[config.mk]
export PLATFORM = sky130hd
export DESIGN_NAME = demux_stream
export DESIGN_NICKNAME = d
export VERILOG_FILES = /design/src/rtl/demux_stream.sv
export SDC_FILE = /design/constraint.sdc
export NUM_CORES = 1
export LEC_CHECK = 0
export BUFFER_PORTS_ARGS = -buffer_cell sky130_fd_sc_hd__buf_2
export CORE_UTILIZATION = 48
export DETAILED_ROUTE_END_ITERATION = 10
export PLACE_DENSITY = 0.79
export SETUP_SLACK_MARGIN = 0.02
export SKIP_LAST_GASP = 1
export SLEW_MARGIN = 20
export SYNTH_ARGS = -nofsm -noshare
export SYNTH_HDL_FRONTEND = slang
export SYNTH_SLANG_ARGS = --single-unit
[constraint.sdc]
create_clock -name CLK -period 1.81 [get_ports CLK]
set_input_delay 0 -clock CLK [delete_from_list [all_inputs] [get_ports CLK]]
set_output_delay 0 -clock CLK [all_outputs]
set_load 0.1 [all_outputs]
[src/rtl/demux_stream.sv]
// Registered 1-to-N stream demultiplexer with a one-entry buffer per channel.
// The target channel comes from S (addressed) or from a round-robin pointer.
module demux_stream #(
  parameter int WIDTH = 8,
  parameter int N     = 4,
  parameter int SEL_W = 2
) (
  input  logic               CLK,
  input  logic               RST,
  input  logic [WIDTH-1:0]   D,
  input  logic               D_VALID,
  output logic               D_READY,
  input  logic [SEL_W-1:0]   S,
  input  logic               MODE,
  output logic [N*WIDTH-1:0] Y,
  output logic [N-1:0]       Y_VALID,
  input  logic [N-1:0]       Y_READY,
  output logic [7:0]         DROP_CNT
);

  logic [N*WIDTH-1:0] y_q;
  logic [N-1:0]       y_valid_q;
  logic [SEL_W-1:0]   rr_q;
  logic [7:0]         drop_q;

  logic [SEL_W-1:0]   tgt;
  logic               tgt_ok;
  logic               tgt_free;
  logic               accept;
  logic [N-1:0]       wr_sel;

  always_comb begin
    tgt      = MODE ? rr_q : S;
    tgt_ok   = MODE || ({1'b0, S} < (SEL_W+1)'(N));
    tgt_free = 1'b0;
    wr_sel   = '0;
    for (int unsigned k = 0; k < N; k++) begin
      if (tgt == SEL_W'(k)) begin
        tgt_free = !y_valid_q[k] || Y_READY[k];
      end
    end
    // Out-of-range selects are always accepted so they can be discarded.
    D_READY = tgt_ok ? tgt_free : 1'b1;
    accept  = D_VALID && D_READY;
    for (int unsigned k = 0; k < N; k++) begin
      wr_sel[k] = accept && tgt_ok && (tgt == SEL_W'(k));
    end
  end

  always_ff @(posedge CLK) begin
    if (RST) begin
      y_q       <= '0;
      y_valid_q <= '0;
      rr_q      <= '0;
      drop_q    <= '0;
    end else begin
      // A write to a channel takes precedence over its drain in the same cycle.
      for (int unsigned k = 0; k < N; k++) begin
        if (wr_sel[k]) begin
          y_q[k*WIDTH +: WIDTH] <= D;
          y_valid_q[k]          <= 1'b1;
        end else if (y_valid_q[k] && Y_READY[k]) begin
          y_q[k*WIDTH +: WIDTH] <= '0;
          y_valid_q[k]          <= 1'b0;
        end
      end
      if (accept && MODE) begin
        rr_q <= (rr_q == SEL_W'(N-1)) ? '0 : rr_q + SEL_W'(1);
      end
      if (accept && !tgt_ok && (drop_q != 8'hFF)) begin
        drop_q <= drop_q + 8'd1;
      end
    end
  end

  assign Y        = y_q;
  assign Y_VALID  = y_valid_q;
  assign DROP_CNT = drop_q;

endmodule

==> summary.md, run 1 <==
| Metric | Value |
|---|---|
| Top cell type by total area after synthesis | sky130_fd_sc_hd__dfxtp_1 |
| Met3 routed WL | 326 um |
| Worst slew pin tran | between 0.7 and 0.8 ns |
| Routed vias/inst | about 5.4 |
| DIE AREA | between 3000 and 4000 sq um |
| Final-report hold violation count | 0 |
| First-pass GRT wire length | 6520 um |
| RSZ-0062 raised after global routing | false |
| Largest stage delay on the critical path | 0.40 ns |
| Antenna-violating nets left | 0 |
| Leading register cell type out of synthesis | sky130_fd_sc_hd__dfxtp_1 |
| Fill cell total of the finished layout | ~280 |
| Cell area after synthesis | 1640 sq um |
| Category of the most critical setup path | flip-flop to primary output |
| Critical Path End | D_READY |
| Detailed-routing wirelength on met1 | about 1900 um |
| Critical path origin | rr_q[0]$_SDFFE_PP0P_ |
| Post-route DRC | 0 |
| Root buffer cell | sky130_fd_sc_hd__clkbuf_4 |
| Layout cell share with drive strength beyond 1 | roughly 28% |
| Sum of overflow across all layers after global routing | 0 |
| Weighted congestion at the end of routability-driven global placement | approximately 0.8 |
| Achievable clock frequency | 0.580 GHz |
| Minimum clock period after layout | between 1.5 and 2 ns |
| Sum of routed wire length over all layers | a little over 4000 um |
| Total vias in the final route | 1647 |
| Type of the most critical hold path | input port to flip-flop |
| Part of the total power dissipated in combinational logic | between 20 and 30% |
| Net switching power figure | between 0.7 and 0.8 mW |
| Chip width | 60.5 um |
| Worst clock skew on the final layout | around 0.0064 ns |
| Internal reg-to-reg setup slack | 0.33 ns |
| Initial Utilization | about 52% |
| Slowest stage cell, crit path | sky130_fd_sc_hd__or3_1 |
| Beginning of the worst register-to-register path | rr_q[0]$_SDFFE_PP0P_ |
| Switching fraction of total power | around two fifths |
| Post-Place Worst Slack | 0.241 ns |
| Number of synthesized flops with an enable pin | 0 |
| Proportion of netlist area held by the largest area contributor | between 40% and 50% |
| Final std cells w/o fill | between 300 and 400 |
| Required time of the worst setup path | around 1.8 ns |
| Final TNS setup | 0 ns |
| Clock Latency Late Sink | ~0.35 ns |
| Post-synthesis sequential area ratio | roughly 46% |
| Clock slew at reported path FFs | 0.11 ns |
| Boundary pin count | 63 |
| List of most frequent post-synthesis cells | sky130_fd_sc_hd__dfxtp_1 (38), sky130_fd_sc_hd__nand2_1 (38), sky130_fd_sc_hd__a21oi_1 (37), sky130_fd_sc_hd__nand3_1 (34), sky130_fd_sc_hd__buf_4 (9) |
| Pin count of the biggest net entering global routing | between 40 and 50 |
| Initial antenna violation count | 0 |
| Worst ir drop on vdd | ~0.5 mV |
| Antenna diode count | 0 |
| Avg Synthesized Cell Area | slightly above 8 sq um |
| Total leakage power | 0.877 nW |
| Worst slew margin | about 50% |
| Top post-synthesis cells by area | sky130_fd_sc_hd__dfxtp_1 (46%), sky130_fd_sc_hd__a21oi_1 (11%), sky130_fd_sc_hd__nand3_1 (10%) |
| CORE AREA | ~3200 sq um |
| Register share of total power | between 40% and 50% |
| Synthesized instance count | between 200 and 250 |
| Final period utilization | 95.2% |
| Post-CTS setup buffers | 0 |
| CTS HTree Levels | 2 |
| Internal Power | between 1 and 1.5 mW |
| Total power density per cell area | roughly 940 nW/um^2 |
| Cells along the critical path | mux2_2 > or3_1 > o21ai_2 > buf_12 |
| Number of flip-flops and latches in the synthesized netlist | 38 |
| Count of warnings emitted by yosys | 0 |
| Number of search-and-repair iterations in the first detailed-routing pass | 4 |
| Clock buffer count from CTS | 5 |
| Worst hold start | Y_READY[3] |
| Maximum number of buffers from clock root to sink | 2 |
| Total global-route track usage | ~24% |
| Cell total after placement | between 200 and 300 |
| CP Max Fanout | 6 |
| Number of unique standard cell types used by synthesis | 25 |
| Critical Path Source Type | flip-flop |
| Count of nets after finishing | roughly 280 |
| Final count of pins violating max slew | 0 |
| Max-cap viol count | 0 |
| FF-to-FF path depth | 4 |
| Post-DR wirelength/cell | around 14 um |
| Status | finished clean |
| Setup violations, final | 0 |
| Routed length on met2 | approximately 1900 um |
| Worst R2R End | rr_q[0]$_SDFFE_PP0P_ |
| TritonCTS clock tree | done |
| Via count of the first global-routing pass | 1404 |
| Number of buffers added on ports | 54 |
| Placed wire-length estimate after detailed placement | roughly 2800 um |
| Total number of clock tree sinks | 38 |
| Crit path capture type | primary output |
| Die Height | 60.5 um |
| Highest routed metal layer | met4 |
| Setup slack of the critical path after layout | 0.0866 ns |
| Proportion of register bits with asynchronous set or reset after synthesis | 0% |
| Post-synthesis to final-layout area growth | 25.5% |
| Number of DRC markers after the initial detailed-route iteration | 86 |
| Arrival time worst endpoint | about 1.7 ns |
| Proportion of power drawn by the clock network | roughly 24% |
| Number of cell rows | 20 |
## what timing repair did
action,4_1_cts,5_1_grt
hold buffers,8,0
hold endpoints to repair,32,0
setup endpoints to repair,1,1
pin swaps,0,0
gates resized for setup,1,3
## power groups by stage
stage / Clock (mW) / Sequential [mW] / Combinational, mW
after CTS: 0.466 / 0.897 / 0.569
final: 0.466 / 0.897 / 0.573
after floorplan: 0 / 1.15 / 0.236
after global routing: 0.502 / 0.902 / 0.601
after detailed placement: 0 / 0.916 / 0.556
after global placement: 0 / 0.914 / 0.551
## state kept, by name (all words and copies together) (netlist names)
signal and flops:
Y 32, Y_VALID 4, rr_q 2
## cell families (layout without fill, tap and decap cells)
logic type                 count (synthesis)  after routing  synth area share, %
and+or+nand+nor                           94             94                 27.4
AOI/OAI and AO/OA                         41             41                 13.2
muxes                                      7              7                 5.48
DFF                                       38             38                 46.3
buffers and inverters                     19             71                 6.62
other                                      1              8                0.228
adders and majority gates                  1              1                0.761
## through the flow
stage	area, sq um	utilization [%]	hold slack (ns)	power, mW
floorplan	1680	-	0.136	1.38
global placement	1910	60.7	0.283	1.47
detailed placement	1910	60.7	0.290	1.47
CTS	2060	65.2	0.0300	1.93
global route	2060	65.4	0.0498	2.00
finish	2060	65.4	0.0325	1.94
## layout by cell type (no fill, tap or decap), drive strengths merged, types with 2 or more instances in the layout
master / Yosys / layout
nor2: 5 / 5
conb: 1 / 8
nand2b: 4 / 4
and4: 4 / 4
o21ai: 2 / 2
nand2: 38 / 38
mux2i: 4 / 4
or3: 2 / 2
mux2: 3 / 3
clkbuf: 7 / 7
dfxtp: 38 / 38
nand4: 5 / 5
nand3: 34 / 34
buf: 11 / 54
a21oi: 37 / 37
dlygate4sd3: 0 / 8
## area by class of cell
type	instances	area, sq um	share of cell area [%]
Clock inverter	1	5.00	0.243
Multi-Input combinational cell	151	808	39.2
Tap cell	44	55.1	2.67
Clock buffer	7	55.1	2.67
Timing Repair Buffer	62	365	17.7
Inverter	1	3.75	0.182
Sequential cell	38	771	37.4
## critical path: cells and delay by family (launching register included)
kind                   cells  cell delay (ns)
AOI/OAI and AO/OA          1             0.10
DFF                        1             0.38
and+or+nand+nor            1             0.40
buffers and inverters      1             0.19
muxes                      1             0.31
## layer usage
| layer | global-route usage, % | vias to the layer above |
|---|---|---|
| li1 | - | 805 |
| met5 | 0 | - |
| met3 | 7.89 | 11 |
| met2 | 37.2 | 90 |
| met4 | 7.47 | 0 |
| met1 | 32.9 | 741 |
## worst min path at each step
stage	endpoint	slack, ns	cells past startpoint
2_1_floorplan	Y[0]$_SDFFE_PP0P_	0.14	2
3_3_place_gp	Y[16]$_SDFFE_PP0P_	0.28	3
3_5_place_dp	Y[8]$_SDFFE_PP0P_	0.29	3
4_1_cts	Y_VALID[3]$_SDFFE_PP0P_	0.03	3
5_1_grt	Y_VALID[2]$_SDFFE_PP0P_	0.05	3
6_report	Y_VALID[3]$_SDFFE_PP0P_	0.03	3
No activity file was read; power rests on OpenSTA's default activity.
==> run 2, diff against run 1 <==
--- a/config.mk
+++ b/config.mk
@@ -5,10 +5,10 @@
 export SDC_FILE = /design/constraint.sdc
 export NUM_CORES = 1
 export LEC_CHECK = 0
-export BUFFER_PORTS_ARGS = -buffer_cell sky130_fd_sc_hd__buf_2
-export CORE_UTILIZATION = 48
+export CORE_UTILIZATION = 61
 export DETAILED_ROUTE_END_ITERATION = 10
-export PLACE_DENSITY = 0.79
+export DONT_BUFFER_PORTS = 1
+export PLACE_DENSITY = 0.77
 export SETUP_SLACK_MARGIN = 0.02
 export SKIP_LAST_GASP = 1
 export SLEW_MARGIN = 20
==> run 2 against run 1 <==
Die area down 21%; clock skew up 0.0019 ns; clock power up 63%; sequential power about the same; sequential cell count unchanged; first-iteration DRC count up 38%; via count up 3.7%; maximum frequency down 1.7%; utilization up 21 points; critical path type unchanged; largest cell class unchanged; largest power group unchanged.
==> summary.md, run 2 (synthesized netlist as in run 1, its figures left out) <==
| Metric | Value |
|---|---|
| Slowest stage cell, crit path | sky130_fd_sc_hd__dfxtp_4 |
| Register share of total power | 39.9% (-6.5 points) |
| RSZ-0062 raised after global routing | false |
| Kind of cell adding the most delay to the critical path | simple AND/OR/NAND/NOR gates |
| Minimum clock period after layout | 1.75 ns (+0.0304 ns) |
| Status | finished clean |
| Total global-route track usage | 37.0% (+13 points) |
| Worst clock skew on the final layout | 0.00832 ns (+0.00191 ns) |
| Number of buffers added on ports | 0 (-100%) |
| Most used cells in the layout excluding fill and tap cells | sky130_fd_sc_hd__nand2_1 (38), sky130_fd_sc_hd__a21oi_1 (37), sky130_fd_sc_hd__buf_4 (36), sky130_fd_sc_hd__nand3_1 (34), sky130_fd_sc_hd__dfxtp_1 (32) |
| Total leakage power | 0.866 nW (-1.2%) |
| Cell Area, Placed | 1890 sq um (-1.3%) |
| Routed vias/inst | 6.10 (+13%) |
| Chip width | 53.9 um (-11%) |
| Crit path capture type | primary output |
| Sum of overflow across all layers after global routing | 0 (unchanged) |
| Clock Latency Late Sink | 0.36 ns (about the same) |
| TritonCTS clock tree | done |
| Boundary pin count | 63 (unchanged) |
| Category of the most critical setup path | flip-flop to primary output |
| Antenna diode count | 0 (unchanged) |
| Achievable clock frequency | 0.570 GHz (-1.7%) |
| Sum of routed wire length over all layers | 5010 um (+21%) |
| Via count of the first global-routing pass | 1529 (+8.9%) |
| Hold slack | 0.0240 ns (-0.00854 ns) |
| Most heavily used metal layer in global routing | met2 |
| Post-Place Worst Slack | 0.239 ns (-0.00208 ns) |
| Net switching power figure | 0.782 mW (+2.3%) |
| Initial Utilization | 65.2% (+13 points) |
| Final TNS setup | 0 ns (unchanged) |
| Total power density per cell area | 1030 nW/um^2 (+10%) |
| Required time of the worst setup path | 1.81 ns (about the same) |
| Number of DRC markers after the initial detailed-route iteration | 119 (+38%) |
| Clock buffer count from CTS | 5 (unchanged) |
| Cells along the critical path | mux2i_2 > nor2_1 > or3_1 > o21ai_2 > buf_12 |
| Initial antenna violation count | 0 (unchanged) |
| Met3 Use GR | 12.4% (+4.5 points) |
| Part of the total power dissipated in combinational logic | 26.4% (-3.2 points) |
| Setup slack of the critical path after layout | 0.0561 ns (-0.0304 ns) |
| Global routing met1 resource utilization | 40.1% (+7.2 points) |
| Setup violations, final | 0 (unchanged) |
| Worst ir drop on vdd | 1.04 mV (+110%) |
| Post-DR wirelength/cell | 17.9 um (+31%) |
| Final-report hold violation count | 0 (unchanged) |
| Cell area after layout | 2180 sq um (+5.8%) |
| Antenna-violating nets left | 0 (unchanged) |
| CP Max Fanout | 8 (+2) |
| Number of search-and-repair iterations in the first detailed-routing pass | 6 (+2) |
| Number of buffer and inverter stages on the critical path | 1 (unchanged) |
| Post-route DRC | 0 (unchanged) |
| Clock slew at reported path FFs | 0.12 ns (about the same) |
| Root buffer cell | sky130_fd_sc_hd__clkbuf_4 |
| CORE AREA | 2520 sq um (-20%) |
| Count of nets after finishing | 268 (-3.6%) |
| Layout cell share with drive strength beyond 1 | 23.6% (-4.9 points) |
| Max-cap viol count | 0 (unchanged) |
| Total vias in the final route | 1708 (+3.7%) |
| Global routing met2 resource utilization | 64.6% (+27 points) |
| Post-synthesis to final-layout area growth | 32.7% |
| Weighted congestion at the end of routability-driven global placement | 0.791 (-3.0%) |
| Type of the most critical hold path | input port to flip-flop |
| Total number of clock tree sinks | 38 (unchanged) |
| Proportion of power drawn by the clock network | 33.7% (+9.6 points) |
| Fraction of the core area covered by cells at the end of the flow | 86.5% (+21 points) |
| Internal Power | 1.47 mW (+26%) |
| Final count of pins violating max slew | 0 (unchanged) |
| Final period utilization | 96.9% (+1.7 points) |
| Critical Path Source Type | flip-flop |
| Number of flip-flops in the largest register | 32 (unchanged) |
| Placed wire-length estimate after detailed placement | 3020 um (+7.7%) |
| Most common cell after layout, fill and taps aside | sky130_fd_sc_hd__nand2_1 |
| First-pass GRT wire length | 7280 um (+12%) |
| Largest stage delay on the critical path | 0.39 ns (about the same) |
| Arrival time worst endpoint | 1.75 ns (+0.03 ns) |
| DIE AREA | 2910 sq um (-21%) |
| Die Height | 53.9 um (-11%) |
| Pin count of the biggest net entering global routing | 41 (unchanged) |
| CTS HTree Levels | 2 (unchanged) |
| Switching fraction of total power | 34.7% (-4.8 points) |
| Post-CTS setup buffers | 0 (unchanged) |
| Number of cell rows | 18 (-10%) |
| Maximum number of buffers from clock root to sink | 2 (unchanged) |
==> run 2: cell count changes in the layout (fill, tap and decap cells not counted), sizes merged <==
| cell | before | now |
|---|---|---|
| bufinv | 0 | 2 |
| clkinv | 1 | 0 |
| dlygate4sd3 | 8 | 14 |
| buf | 54 | 38 |
| clkbuf | 7 | 6 |
==> run 2: layer usage <==
metal,vias to the layer above,routed length [um]
met5,-,0
met4,0,127
met3,19,588
met2,122,2560
met1,783,1740
li1,784,-
==> run 2: worst min-delay path, delay by kind of cell <==
kind | cells | cell delay, ns
AOI/OAI and AO/OA | 1 | 0.06
and+or+nand+nor | 2 | 0.30
==> run 2: through the flow <==
| stage | total power, mW | instances |
|---|---|---|
| after global placement | 1.42 | 257 |
| final | 2.25 | 280 |
| after CTS | 2.23 | 280 |
| after global routing | 2.31 | 280 |
| after floorplan | 1.38 | 208 |
| after detailed placement | 1.44 | 257 |
==> run 2: cell type report <==
cell class | instances | area [sq um]
timing repair buffer | 52 | 450
multi-input combinational | 151 | 808
inverter | 1 | 3.75
tap | 30 | 37.5
clock buffer | 6 | 51.3
clock inverter | 2 | 60.1
fill | 138 | 340
sequential | 38 | 771
==> run 2: what timing repair did <==
item	in CTS	in global routing
hold buffers	15	0
gates resized for setup	3	4
endpoints found under the hold margin	38	0
endpoints found under the setup margin	1	1
==> run 2: path summary, 6_finish.rpt <==
check             slack, ns  depth (start not counted)                  from                   end
setup / recovery       0.06                          5  rr_q[1]$_SDFFE_PP0P_               D_READY
hold / removal         0.02                          3            Y_READY[0]     Y[7]$_SDFFE_PP0P_
setup reg to reg       0.24                          4  rr_q[0]$_SDFFE_PP0P_  rr_q[0]$_SDFFE_PP0P_
hold reg to reg        0.47                          2    Y[20]$_SDFFE_PP0P_    Y[20]$_SDFFE_PP0P_
==> run 2: power groups by stage <==
stage               Sequential (mW)  Clock, mW  Combinational, mW
floorplan                      1.15          0              0.236
finish                        0.899      0.758              0.595
detailed placement            0.917          0              0.520
global placement              0.913          0              0.510
global route                  0.903      0.791              0.615
CTS                           0.898      0.751              0.578
==> run 3, diff against run 2 <==
--- a/config.mk
+++ b/config.mk
@@ -5,6 +5,7 @@
 export SDC_FILE = /design/constraint.sdc
 export NUM_CORES = 1
 export LEC_CHECK = 0
+export ABC_AREA = 1
 export CORE_UTILIZATION = 61
 export DETAILED_ROUTE_END_ITERATION = 10
 export DONT_BUFFER_PORTS = 1
==> run 3 against run 2 <==
The run now ends with setup timing left; largest power group unchanged; sequential share of layout area is 2.2 points lower; critical endpoint is now Y[16]$_SDFFE_PP0P_; synthesized area up 3.3%; setup slack lost 0.19 ns; non-clock buffer count increased by 8.
==> summary.md, run 3 <==
| Metric | Value |
|---|---|
| Top cell type by total area after synthesis | sky130_fd_sc_hd__dfxtp_1 |
| Fill cell total of the finished layout | 109 (-21%) |
| Routed vias/inst | 6.54 (+7.2%) |
| Cell area after layout | 2310 sq um (+5.8%) |
| CORE AREA | 2540 sq um (+0.89%) |
| Total number of clock tree sinks | 38 (unchanged) |
| Number of DRC markers after the initial detailed-route iteration | 135 (+13%) |
| Sum of routed wire length over all layers | 5870 um (+17%) |
| Internal reg-to-reg setup slack | -0.13 ns (-0.37 ns) |
| Total global-route track usage | 37.1% (+0.12 points) |
| Final period utilization | 107% (+10 points) |
| List of most frequent post-synthesis cells | sky130_fd_sc_hd__dfxtp_1 (38), sky130_fd_sc_hd__nand3_1 (38), sky130_fd_sc_hd__a21oi_1 (36), sky130_fd_sc_hd__nand4_1 (32), sky130_fd_sc_hd__nand2_1 (22) |
| Clock Latency Late Sink | 0.36 ns (about the same) |
| Initial antenna violation count | 0 (unchanged) |
| Beginning of the worst register-to-register path | rr_q[0]$_SDFFE_PP0P_ |
| Cell area after synthesis | 1700 sq um (+3.3%) |
| Post-synthesis to final-layout area growth | 36.0% |
| Setup slack of the critical path after layout | -0.133 ns (-0.189 ns) |
| Maximum number of buffers from clock root to sink | 2 (unchanged) |
| Achievable clock frequency | 0.515 GHz (-9.7%) |
| First-pass GRT wire length | 7620 um (+4.6%) |
| Post-synthesis sequential area ratio | 44.8% (-1.5 points) |
| Antenna diode count | 0 (unchanged) |
| Worst clock skew on the final layout | 0.0214 ns (+0.0131 ns) |
| Crit path capture type | flip-flop |
| Weighted congestion at the end of routability-driven global placement | 0.788 (-0.34%) |
| Largest stage delay on the critical path | 0.40 ns (about the same) |
| Clock slew at reported path FFs | 0.12 ns (about the same) |
| Slowest stage cell, crit path | sky130_fd_sc_hd__dfxtp_1 |
| Setup violations, final | 16 (+16) |
| TritonCTS clock tree | done |
| Number of unique standard cell types used by synthesis | 18 (-28%) |
| Sum of overflow across all layers after global routing | 0 (unchanged) |
| Chip width | 54.8 um (+1.6%) |
| Proportion of netlist area held by the largest area contributor | 44.8% (-1.5 points) |
| Most used cell, CP | sky130_fd_sc_hd__nand2_1 |
| Root buffer cell | sky130_fd_sc_hd__clkbuf_4 |
| Cells along the critical path | inv_1 > nand2_1 > nand2_1 > nand3_1 > nand2_1 > nor2_4 > buf_6 > nand3_2 > nand3_1 > a21oi_1 |
| Number of buffers added on ports | 0 (unchanged) |
| Via count of the first global-routing pass | 1685 (+10%) |
| Worst R2R End | Y[16]$_SDFFE_PP0P_ |
| Final count of pins violating max slew | 0 (unchanged) |
| DIE AREA | 3000 sq um (+3.2%) |
| Avg Synthesized Cell Area | 7.75 sq um (-5.2%) |
| Die Height | 54.8 um (+1.6%) |
| Final TNS setup | -0.674 ns (-0.674 ns) |
| Arrival time worst endpoint | 2.18 ns (+0.43 ns) |
| Failing checks | setup timing |
| Clock buffer count from CTS | 5 (unchanged) |
| Final std cells w/o fill | 304 (+8.6%) |
| Worst ir drop on vdd | 0.935 mV (-10%) |
| Minimum clock period after layout | 1.94 ns (+0.189 ns) |
| Proportion of register bits with asynchronous set or reset after synthesis | 0% (unchanged) |
| Initial Utilization | 66.7% (+1.5 points) |
| Status | finished with violations |
| Number of flip-flops and latches in the synthesized netlist | 38 (unchanged) |
| Leading register cell type out of synthesis | sky130_fd_sc_hd__dfxtp_1 |
| CTS HTree Levels | 2 (unchanged) |
| Cell total after placement | 279 (+8.6%) |
| Final-report hold violation count | 0 (unchanged) |
| Number of stages on the worst hold path | 3 (unchanged) |
| Cell Area, Placed | 1980 sq um (+4.6%) |
| Most common cell after layout, fill and taps aside | sky130_fd_sc_hd__buf_4 |
| Pin count of the biggest net entering global routing | 39 (-4.9%) |
| Most used cells in the layout excluding fill and tap cells | sky130_fd_sc_hd__buf_4 (41), sky130_fd_sc_hd__nand3_1 (38), sky130_fd_sc_hd__a21oi_1 (36), sky130_fd_sc_hd__dfxtp_1 (34), sky130_fd_sc_hd__nand4_1 (32) |
| RSZ-0062 raised after global routing | true |
| Worst hold start | Y_READY[3] |
| Number of search-and-repair iterations in the first detailed-routing pass | 5 (-1) |
| Critical Path Source Type | flip-flop |
| Total leakage power | 0.966 nW (+11%) |
| CP Max Fanout | 19 (+11) |
| Antenna-violating nets left | 0 (unchanged) |
| Layout cell share with drive strength beyond 1 | 23.4% (-0.24 points) |
| Number of cell rows | 18 (unchanged) |
| Boundary pin count | 63 (unchanged) |
| Count of warnings emitted by yosys | 0 (unchanged) |
| Count of nets after finishing | 292 (+9.0%) |
| Number of synthesized flops with an enable pin | 0 (unchanged) |
| Synthesized instance count | 219 (+9.0%) |
| Category of the most critical setup path | flip-flop to flip-flop |
| Total vias in the final route | 1987 (+16%) |
| Number of flip-flops in the largest register | 32 (unchanged) |
| Max-cap viol count | 0 (unchanged) |
| FF-to-FF path depth | 10 (+6) |
| Required time of the worst setup path | 2.05 ns (+0.24 ns) |
| Top post-synthesis cells by area | sky130_fd_sc_hd__dfxtp_1 (45%), sky130_fd_sc_hd__nand4_1 (12%), sky130_fd_sc_hd__nand3_1 (11%) |
| Post-DR wirelength/cell | 19.3 um (+7.9%) |
| Post-route DRC | 0 (unchanged) |
| Placed wire-length estimate after detailed placement | 3110 um (+2.8%) |
| Type of the most critical hold path | input port to flip-flop |
| Total power density per cell area | 1020 nW/um^2 (-0.77%) |
| End point of the worst hold path | Y[27]$_SDFFE_PP0P_ |
==> run 3: cell count changes in the layout (fill, tap and decap cells not counted), sizes merged, moves of 7 or more <==
cell	previous run	this run
nand4	5	32
nor2	5	12
inv	1	14
buf	38	45
nand2	38	22
nand3	34	42
==> run 3: power breakdown <==
part	internal, mW	switching [mW]	total, mW
combinational	0.149	0.547	0.695
clock	0.468	0.295	0.763
sequential	0.879	0.0271	0.906
total	1.50	0.869	2.36
==> run 3: repair_timing <==
item	4_1_cts	5_1_grt
endpoints found under the setup margin	1	36
gates resized for setup	1	5
hold buffers	17	0
setup buffers	0	0
hold endpoints to repair	38	0
==> run 3: layout make-up <==
cell class | instances | area [sq um] | area share (%)
multi-input cells | 154 | 812 | 35.2
flip-flops and latches | 38 | 766 | 33.2
repair buffers | 60 | 529 | 22.9
clock inverters | 2 | 60.1 | 2.60
inverters | 14 | 52.6 | 2.28
clock buffers | 6 | 51.3 | 2.22
well taps | 30 | 37.5 | 1.63
==> run 3: routing by layer <==
metal / GRT usage, % / vias up / wire, um
met1: 40.5 / 892 / 2000
li1: - / 874 / -
met5: 0 / - / 0
met2: 66.5 / 177 / 2880
met4: 15.8 / 0 / 272
met3: 9.72 / 44 / 708
==> run 3: kinds of logic (layout without fill, tap and decap cells) <==
kind of cell | count (synthesis) | in the layout | share of synthesized area, %
simple gates | 108 | 108 | 33.0
flops | 38 | 38 | 44.8
compound gates | 37 | 37 | 11.1
buf+inv | 34 | 82 | 10.1
fa+ha+maj | 1 | 1 | 0.737
other cells | 1 | 8 | 0.221
==> run 3: critical path: cells and delay by family (launching register included) <==
kind                   cells  cell delay [ns]
and+or+nand+nor            7             1.05
DFF                        1             0.40
AOI/OAI and AO/OA          1             0.11
buffers and inverters      2             0.28
==> run 3: worst max path at each step <==
stage               slack [ns]  cells after the start                  to               startpoint
finish                   -0.13                     10  Y[16]$_SDFFE_PP0P_     rr_q[0]$_SDFFE_PP0P_
global route             -0.30                     10  Y[16]$_SDFFE_PP0P_     rr_q[0]$_SDFFE_PP0P_
CTS                       0.03                      8             D_READY     rr_q[0]$_SDFFE_PP0P_
detailed placement        0.17                     10   Y[9]$_SDFFE_PP0P_     rr_q[0]$_SDFFE_PP0P_
global placement          0.28                     10  Y[22]$_SDFFE_PP0P_     rr_q[0]$_SDFFE_PP0P_
floorplan                 0.04                      8  Y[15]$_SDFFE_PP0P_  Y_VALID[3]$_SDFFE_PP0P_
==> run 3: stage by stage <==
step           hold slack [ns]  util (%)  total power, mW  setup slack (ns)
6_report                0.0299      90.7             2.36            -0.133
5_1_grt                 0.0388      90.7             2.42            -0.296
4_1_cts                0.00376      89.6             2.32            0.0348
3_5_place_dp            0.0693      77.6             1.51             0.166
3_3_place_gp            0.0663      77.6             1.50             0.282
2_1_floorplan            0.139         -             1.44            0.0407
